==> src/rtl/output_buffer_if.sv <==
// Handshake bundle for output_buffer: core-side write port and host-side read port.
interface output_buffer_if #(
  parameter int RESULT_SIZE   = 144,
  parameter int OBUFFER_DEPTH = 20
);
  localparam int CNT_W = $clog2(OBUFFER_DEPTH + 2);

  logic                   valid_in;
  logic [RESULT_SIZE-1:0] data_in;
  logic                   ready_out;
  logic                   almost_full;
  logic                   valid_out;
  logic [RESULT_SIZE-1:0] data_out;
  logic                   ready_in;
  logic [CNT_W-1:0]       count;

  modport slave (
    input  valid_in, data_in, ready_in,
    output ready_out, almost_full, valid_out, data_out, count
  );

  modport master (
    output valid_in, data_in, ready_in,
    input  ready_out, almost_full, valid_out, data_out, count
  );
endinterface

==> src/rtl/output_buffer.sv <==
// Result FIFO: circular storage of OBUFFER_DEPTH words drained through a registered FWFT output stage.
// Optional OBUF_OVERFLOW_CNT_EN adds overflow_cnt/overflow_sticky for dropped writes.
module output_buffer #(
  parameter int OBUFFER_DEPTH      = 20,
  parameter int RESULT_SIZE        = 144,
  parameter int ALMOST_FULL_THRESH = 4
) (
  input logic             clk,
  input logic             rst,
  output_buffer_if.slave  bus
`ifdef OBUF_OVERFLOW_CNT_EN
  ,
  output logic [15:0]     overflow_cnt,
  output logic            overflow_sticky
`endif
);

  localparam int PTR_W = $clog2(OBUFFER_DEPTH);
  localparam int OCC_W = $clog2(OBUFFER_DEPTH + 1);
  localparam int CNT_W = $clog2(OBUFFER_DEPTH + 2);
  localparam int AF_MIN = (ALMOST_FULL_THRESH >= OBUFFER_DEPTH) ? 0 : OBUFFER_DEPTH - ALMOST_FULL_THRESH;

  localparam logic [PTR_W-1:0] PTR_LAST = PTR_W'(OBUFFER_DEPTH - 1);
  localparam logic [OCC_W-1:0] OCC_FULL = OCC_W'(OBUFFER_DEPTH);
  localparam logic [OCC_W-1:0] OCC_AF   = OCC_W'(AF_MIN);

  typedef enum logic [1:0] {O_EMPTY, O_FETCH, O_VALID} ostate_e;

  logic [RESULT_SIZE-1:0] mem_q [OBUFFER_DEPTH];

  ostate_e                state_q, state_d;
  logic [PTR_W-1:0]       wptr_q, wptr_d;
  logic [PTR_W-1:0]       rptr_q, rptr_d;
  logic [OCC_W-1:0]       occ_q, occ_d;
  logic [CNT_W-1:0]       count_q, count_d;
  logic                   valid_out_q, valid_out_d;
  logic [RESULT_SIZE-1:0] data_out_q, data_out_d;
  logic [RESULT_SIZE-1:0] rd_data_q, rd_data_d;

  logic ready_out;
  logic wr_en;
  logic rd_en;
  logic pop;

  // Occupancy tracks storage only; the word in flight or in data_out is not included.
  assign ready_out       = (occ_q < OCC_FULL);
  assign bus.ready_out   = ready_out;
  assign bus.almost_full = (occ_q >= OCC_AF);
  assign bus.valid_out   = valid_out_q;
  assign bus.data_out    = data_out_q;
  assign bus.count       = count_q;

  always_comb begin
    wr_en       = bus.valid_in && ready_out;
    pop         = valid_out_q && bus.ready_in;
    rd_en       = 1'b0;
    state_d     = state_q;
    wptr_d      = wptr_q;
    rptr_d      = rptr_q;
    valid_out_d = valid_out_q;
    data_out_d  = data_out_q;
    rd_data_d   = rd_data_q;

    case (state_q)
      O_EMPTY: begin
        if (occ_q != '0) begin
          rd_en   = 1'b1;
          state_d = O_FETCH;
        end
      end
      O_FETCH: begin
        data_out_d  = rd_data_q;
        valid_out_d = 1'b1;
        state_d     = O_VALID;
      end
      O_VALID: begin
        if (pop) begin
          valid_out_d = 1'b0;
          if (occ_q != '0) begin
            rd_en   = 1'b1;
            state_d = O_FETCH;
          end else begin
            state_d = O_EMPTY;
          end
        end
      end
      default: state_d = O_EMPTY;
    endcase

    if (rd_en) begin
      rd_data_d = mem_q[rptr_q];
      rptr_d    = (rptr_q == PTR_LAST) ? '0 : rptr_q + PTR_W'(1);
    end
    if (wr_en) begin
      wptr_d = (wptr_q == PTR_LAST) ? '0 : wptr_q + PTR_W'(1);
    end

    occ_d   = occ_q + OCC_W'(wr_en) - OCC_W'(rd_en);
    count_d = count_q + CNT_W'(wr_en) - CNT_W'(pop);
  end

  always_ff @(posedge clk or posedge rst) begin
    if (rst) begin
      state_q     <= O_EMPTY;
      wptr_q      <= '0;
      rptr_q      <= '0;
      occ_q       <= '0;
      count_q     <= '0;
      valid_out_q <= 1'b0;
      data_out_q  <= '0;
      rd_data_q   <= '0;
    end else begin
      state_q     <= state_d;
      wptr_q      <= wptr_d;
      rptr_q      <= rptr_d;
      occ_q       <= occ_d;
      count_q     <= count_d;
      valid_out_q <= valid_out_d;
      data_out_q  <= data_out_d;
      rd_data_q   <= rd_data_d;
    end
  end

  always_ff @(posedge clk) begin
    if (wr_en) begin
      mem_q[wptr_q] <= bus.data_in;
    end
  end

`ifdef OBUF_OVERFLOW_CNT_EN
  logic [15:0] ovf_cnt_q, ovf_cnt_d;
  logic        ovf_sticky_q, ovf_sticky_d;
  logic        drop;

  always_comb begin
    drop         = bus.valid_in && !ready_out;
    ovf_cnt_d    = ovf_cnt_q;
    ovf_sticky_d = ovf_sticky_q;
    if (drop) begin
      ovf_sticky_d = 1'b1;
      if (ovf_cnt_q != '1) begin
        ovf_cnt_d = ovf_cnt_q + 16'd1;
      end
    end
  end

  always_ff @(posedge clk or posedge rst) begin
    if (rst) begin
      ovf_cnt_q    <= '0;
      ovf_sticky_q <= 1'b0;
    end else begin
      ovf_cnt_q    <= ovf_cnt_d;
      ovf_sticky_q <= ovf_sticky_d;
    end
  end

  assign overflow_cnt    = ovf_cnt_q;
  assign overflow_sticky = ovf_sticky_q;
`endif

endmodule

==> src/flat_wrapper.sv <==
// flat-port wrapper written by rule: the top's interface ports become plain ports
module output_buffer_flat 
#(
  parameter int OBUFFER_DEPTH      = 20,
  parameter int RESULT_SIZE        = 144,
  parameter int ALMOST_FULL_THRESH = 4
)
  (clk, rst, bus_valid_in, bus_data_in, bus_ready_in, bus_ready_out, bus_almost_full, bus_valid_out, bus_data_out, bus_count);
  output_buffer_if #(.RESULT_SIZE(RESULT_SIZE), .OBUFFER_DEPTH(OBUFFER_DEPTH)) bus_i ();
  input logic clk;
  input logic rst;
  input wire logic [$bits(bus_i.valid_in)-1:0] bus_valid_in;
  input wire logic [$bits(bus_i.data_in)-1:0] bus_data_in;
  input wire logic [$bits(bus_i.ready_in)-1:0] bus_ready_in;
  output wire logic [$bits(bus_i.ready_out)-1:0] bus_ready_out;
  output wire logic [$bits(bus_i.almost_full)-1:0] bus_almost_full;
  output wire logic [$bits(bus_i.valid_out)-1:0] bus_valid_out;
  output wire logic [$bits(bus_i.data_out)-1:0] bus_data_out;
  output wire logic [$bits(bus_i.count)-1:0] bus_count;
  assign bus_i.valid_in = bus_valid_in;
  assign bus_i.data_in = bus_data_in;
  assign bus_i.ready_in = bus_ready_in;
  assign bus_ready_out = bus_i.ready_out;
  assign bus_almost_full = bus_i.almost_full;
  assign bus_valid_out = bus_i.valid_out;
  assign bus_data_out = bus_i.data_out;
  assign bus_count = bus_i.count;
  output_buffer #(.OBUFFER_DEPTH(OBUFFER_DEPTH), .RESULT_SIZE(RESULT_SIZE), .ALMOST_FULL_THRESH(ALMOST_FULL_THRESH)) u_core (.clk(clk), .rst(rst), .bus(bus_i));
endmodule
==> config.mk <==
export PLATFORM = sky130hd
export DESIGN_NAME = output_buffer_flat
export DESIGN_NICKNAME = d
export VERILOG_FILES = /design/src/rtl/output_buffer_if.sv /design/src/rtl/output_buffer.sv /design/src/flat_wrapper.sv
export SDC_FILE = /design/constraint.sdc
export NUM_CORES = 2
export LEC_CHECK = 0
export CAP_MARGIN = 20
export CELL_PAD_IN_SITES_DETAIL_PLACEMENT = 1
export CELL_PAD_IN_SITES_GLOBAL_PLACEMENT = 2
export CORE_UTILIZATION = 31
export CTS_CLUSTER_SIZE = 20
export DETAILED_ROUTE_END_ITERATION = 12
export GPL_ROUTABILITY_DRIVEN = 0
export PLACE_DENSITY = 0.65
export SYNTH_ARGS = -nofsm -noshare
export SYNTH_HDL_FRONTEND = slang
export SYNTH_SLANG_ARGS = --single-unit
==> constraint.sdc <==
create_clock -name clk -period 13.5 [get_ports clk]
set_input_delay 2.025 -clock clk [delete_from_list [all_inputs] [get_ports clk]]
set_output_delay 2.025 -clock clk [all_outputs]
set_load 0.05 [all_outputs]
==> results.md <==
- CTS sink cnt: 3,191
- Synth async-reset ratio: 0.0975
- RSZ-0062 raised after global routing: no
- Initial Util: 0.312
- Part of the cycle the worst path needs: 0.402
- Status: finished, final reports clean
- Post-CTS Setup Repair Bufs: 0
- Total design power: 30.4 mW
- Buf/Inv on CP: 4
- Crit path top cell by count: buf_4
- DP Area: 0.131 mm²
- Final Hold Violating Endpoints: 0
- Synth top area share: 0.711
- Crit Path Max Fanout: 34
- Switch Pwr: 9.84 mW
- Overall Global Routing Usage: 0.167
- Comb pwr share: 0.285
- Crit. End Element: flop
- Area delta synth->final: 16.9%
- Core Footprint: 0.390 mm²
- Leakage: 46.4 nW
- Iteration-0 DRC Markers: 4,274
- Reg2reg setup slack: 8780 ps
- Yosys reg bits: 3,191
- Die ar.: 0.395 mm²
- Root Buffer: clkbuf_16
- Max Slew Vio Count: 0
- Die height: 628 µm
- CP delay by family, top: buffers and inverters
- CP Cell Sequence: clkdlybuf4s50_1, and2_1, nand2_1, nor2_4, buf_4, buf_4, buf_4
- Startpoint types: input port
- Seq/Total Area, Yosys: 0.775
- Row cnt: 229
- Internal power: 20.6 mW
- DRT Pass-1 Iters: 5
- Yosys warns: 0
- Max cap viols: 0
- GRT overflow: 0
- Syn Inst Count: 6,275
- First-pass GRT wire length: 483,000 µm
- Vias in the first global route: 65,800
- Critical path class: input port to flop
- IO buf count: 299
- Placed wire-length estimate: 188,000 µm
- Hold-fix buffers, CTS: 0
- Slew @ Worst Pin: 1150 ps
- Worst VDD drop: 0.198 mV
- Via count: 61,500
- Syn avg cell area: 19.4 µm²
- Setup TNS: 0 ps
- CTS tree: yes
- Drt drc: 0
- Largest net degree at the start of global routing: 138
- Min cycle time layout: 5430 ps
- CTS resizes: 0
- Cell variety after synth: 48
- Crit path DAT: 5950 ps
- Fmax: 184 MHz
- Area leader, netlist: edfxtp_1
- Ys flop type: edfxtp_1
- Post-Syn Nets: 6,443
- CTS clk-pin slew, worst paths: 60 ps
- Later-pin clock latency in the skew report: 930 ps
- Final nets: 6,867
- Drt total wl: 337,000 µm
- I/O Pins: 300
- Synthesized cell area: 0.122 mm²
- Count of final setup violators: 0
- Die width: 628 µm
- Crit-path slowest cell: buf_4
- Vias/cell: 5.03
- Final instance area: 0.142 mm²
- Clk pwr share: 0.310
- Drt wl/cell: 27.6 µm
- Worst Clk Skew: 50.3 ps
- Seq pwr share: 0.406
- Switching share of power: 0.323
- CP max stage delay: 660 ps
- Antenna-violating nets left: 0
- Slew Limit Headroom: 0.235
- WP data required: 14,020 ps
- Number of buffers created by CTS: 350
- Antenna violations before repair: 62
- Power Density: 214 mW/mm²
- Synth area leaders: edfxtp_1 (71%), dfrtp_1 (6.4%), mux2i_1 (5.3%), mux4_2 (5.3%), mux2_2 (3.6%)
- Htree depth: 5
- Tightest Hold Check Type: flop to flop
- EDFF count, synth: 2,880
- Clock tree buffer depth: 4
- Fill count: 38,200
- Share of layout cells above drive strength 1: 0.192
[worst paths after layout]
| path | startpoint | to | cells past startpoint |
|---|---|---|---|
| setup / recovery | bus_valid_in | u_core.mem_q[14][43]$_DFFE_PP_ | 7 |
| hold / removal | u_core.rd_data_q[31]$_DFFE_PP0P_ | u_core.rd_data_q[31]$_DFFE_PP0P_ | 2 |
| setup reg to reg | u_core.rptr_q[0]$_DFFE_PP0P_ | u_core.rd_data_q[93]$_DFFE_PP0P_ | 7 |
| hold reg to reg | u_core.rd_data_q[31]$_DFFE_PP0P_ | u_core.rd_data_q[31]$_DFFE_PP0P_ | 2 |
| max in group asynchronous | rst | u_core.rd_data_q[143]$_DFFE_PP0P_ | 4 |
| min in group asynchronous | rst | u_core.bus.data_out[73]$_DFFE_PP0P_ | 2 |
[placed cells by master, fill, tap and decap left out, types with 27 or more instances in the layout]
master           synthesis  layout
edfxtp_1              2880    2880
buf_4                   43     115
mux4_2                 286     286
o221ai_1               107     107
a22oi_1                108     108
dfrtp_1                311     306
o22ai_1                178     178
a21oi_1                176     176
clkinv_1                 1      53
clkbuf_1               163      98
mux2_2                 388     388
clkbuf_16                0     360
clkdlybuf4s50_1          0     299
mux2i_1                647     647
clkinv_2                 0      62
o21ai_0                161     161
nor2_1                 251     230
a22o_1                 107     107
nor2b_1                 28      27
nand2_1                139     137
[metrics by stage]
stage | hold WS (ps) | setup WS, ps | util | instances
final | 487 | 8070 | 0.365 | 12200
after detailed placement | 475 | 6730 | 0.336 | 11500
after CTS | 488 | 7740 | 0.364 | 12200
after global placement | 459 | 6760 | 0.335 | 11500
after global routing | 524 | 7900 | 0.365 | 12200
after floorplan | 444 | 2870 | - | 6275
[flip-flops by register name (all words and copies together), names as in the netlist]
signal and cells:
u_core.bus.data_out 144, u_core.bus.count 5, u_core.rptr_q 5, u_core.rd_data_q 144, u_core.occ_q 5, u_core.mem_q 2880, u_core.wptr_q 5, u_core.state_q 2
u_core.bus.valid_out 1
[logic make-up after synthesis]
group / after synthesis / share of synthesized area
AO/OA/AOI/OAI: 916 / 0.0504
flip-flops: 3191 / 0.775
buffers and inverters: 383 / 0.0148
adder cells (fa/ha/maj): 20 / 0.00218
XOR/XNOR: 9 / 0.000648
AND/OR/NAND/NOR: 435 / 0.0144
multiplexers: 1321 / 0.142
[power by group through the flow]
stage / Clock, mW / Combinational [mW] / Sequential [mW]
2_1_floorplan: 0 / 5.32 / 12.9
3_3_place_gp: 0 / 8.73 / 12.5
3_5_place_dp: 0 / 8.81 / 12.6
4_1_cts: 9.67 / 8.84 / 12.4
5_1_grt: 10.0 / 9.29 / 12.4
6_report: 9.42 / 8.66 / 12.3
[cell usage after synthesis, drive strengths merged, types with 6 or more instances]
cell type and instances:
a211o 11, a211oi 26, a21o 7, a21oi 176, a221oi 24, a22o 107
a22oi 108, buf 194, clkbuf 163, dfrtp 311, edfxtp 2880, ha 18
inv 25, mux2 388, mux2i 647, mux4 286, nand2 140, nor2 252
nor2b 28, o21ai 161, o221ai 107, o22ai 178, xnor2 6
[cell type report]
cell class                 instances  area [µm²]  share of cell area
tap                             5197        6500              0.0458
timing repair buffer             429        4170              0.0294
multi-input combinational       2701       25700               0.181
clock inverter                   167        1580              0.0111
sequential                      3191       94300               0.663
inverter                          26         113            0.000792
clock buffer                     481        9690              0.0682
antenna                           16        40.0            0.000282
[worst reg2reg max path, delay by kind of cell (launching register included)]
| kind | cells | cell delay (ps) |
|---|---|---|
| buffers and inverters | 3 | 2350 |
| multiplexers | 1 | 650 |
| flip-flops | 1 | 1100 |
| AO/OA/AOI/OAI | 2 | 460 |
| AND/OR/NAND/NOR | 1 | 90 |
[metal layers]
metal | vias to the layer above | share of wire | track usage
li1 | 26300 | - | -
met1 | 33100 | 0.44 | 0.222
met2 | 1489 | 0.48 | 0.278
met3 | 509 | 0.047 | 0.0259
met4 | 16 | 0.033 | 0.0550
met5 | - | 0.00028 | 0
No activity file was read; power rests on OpenSTA's default activity.
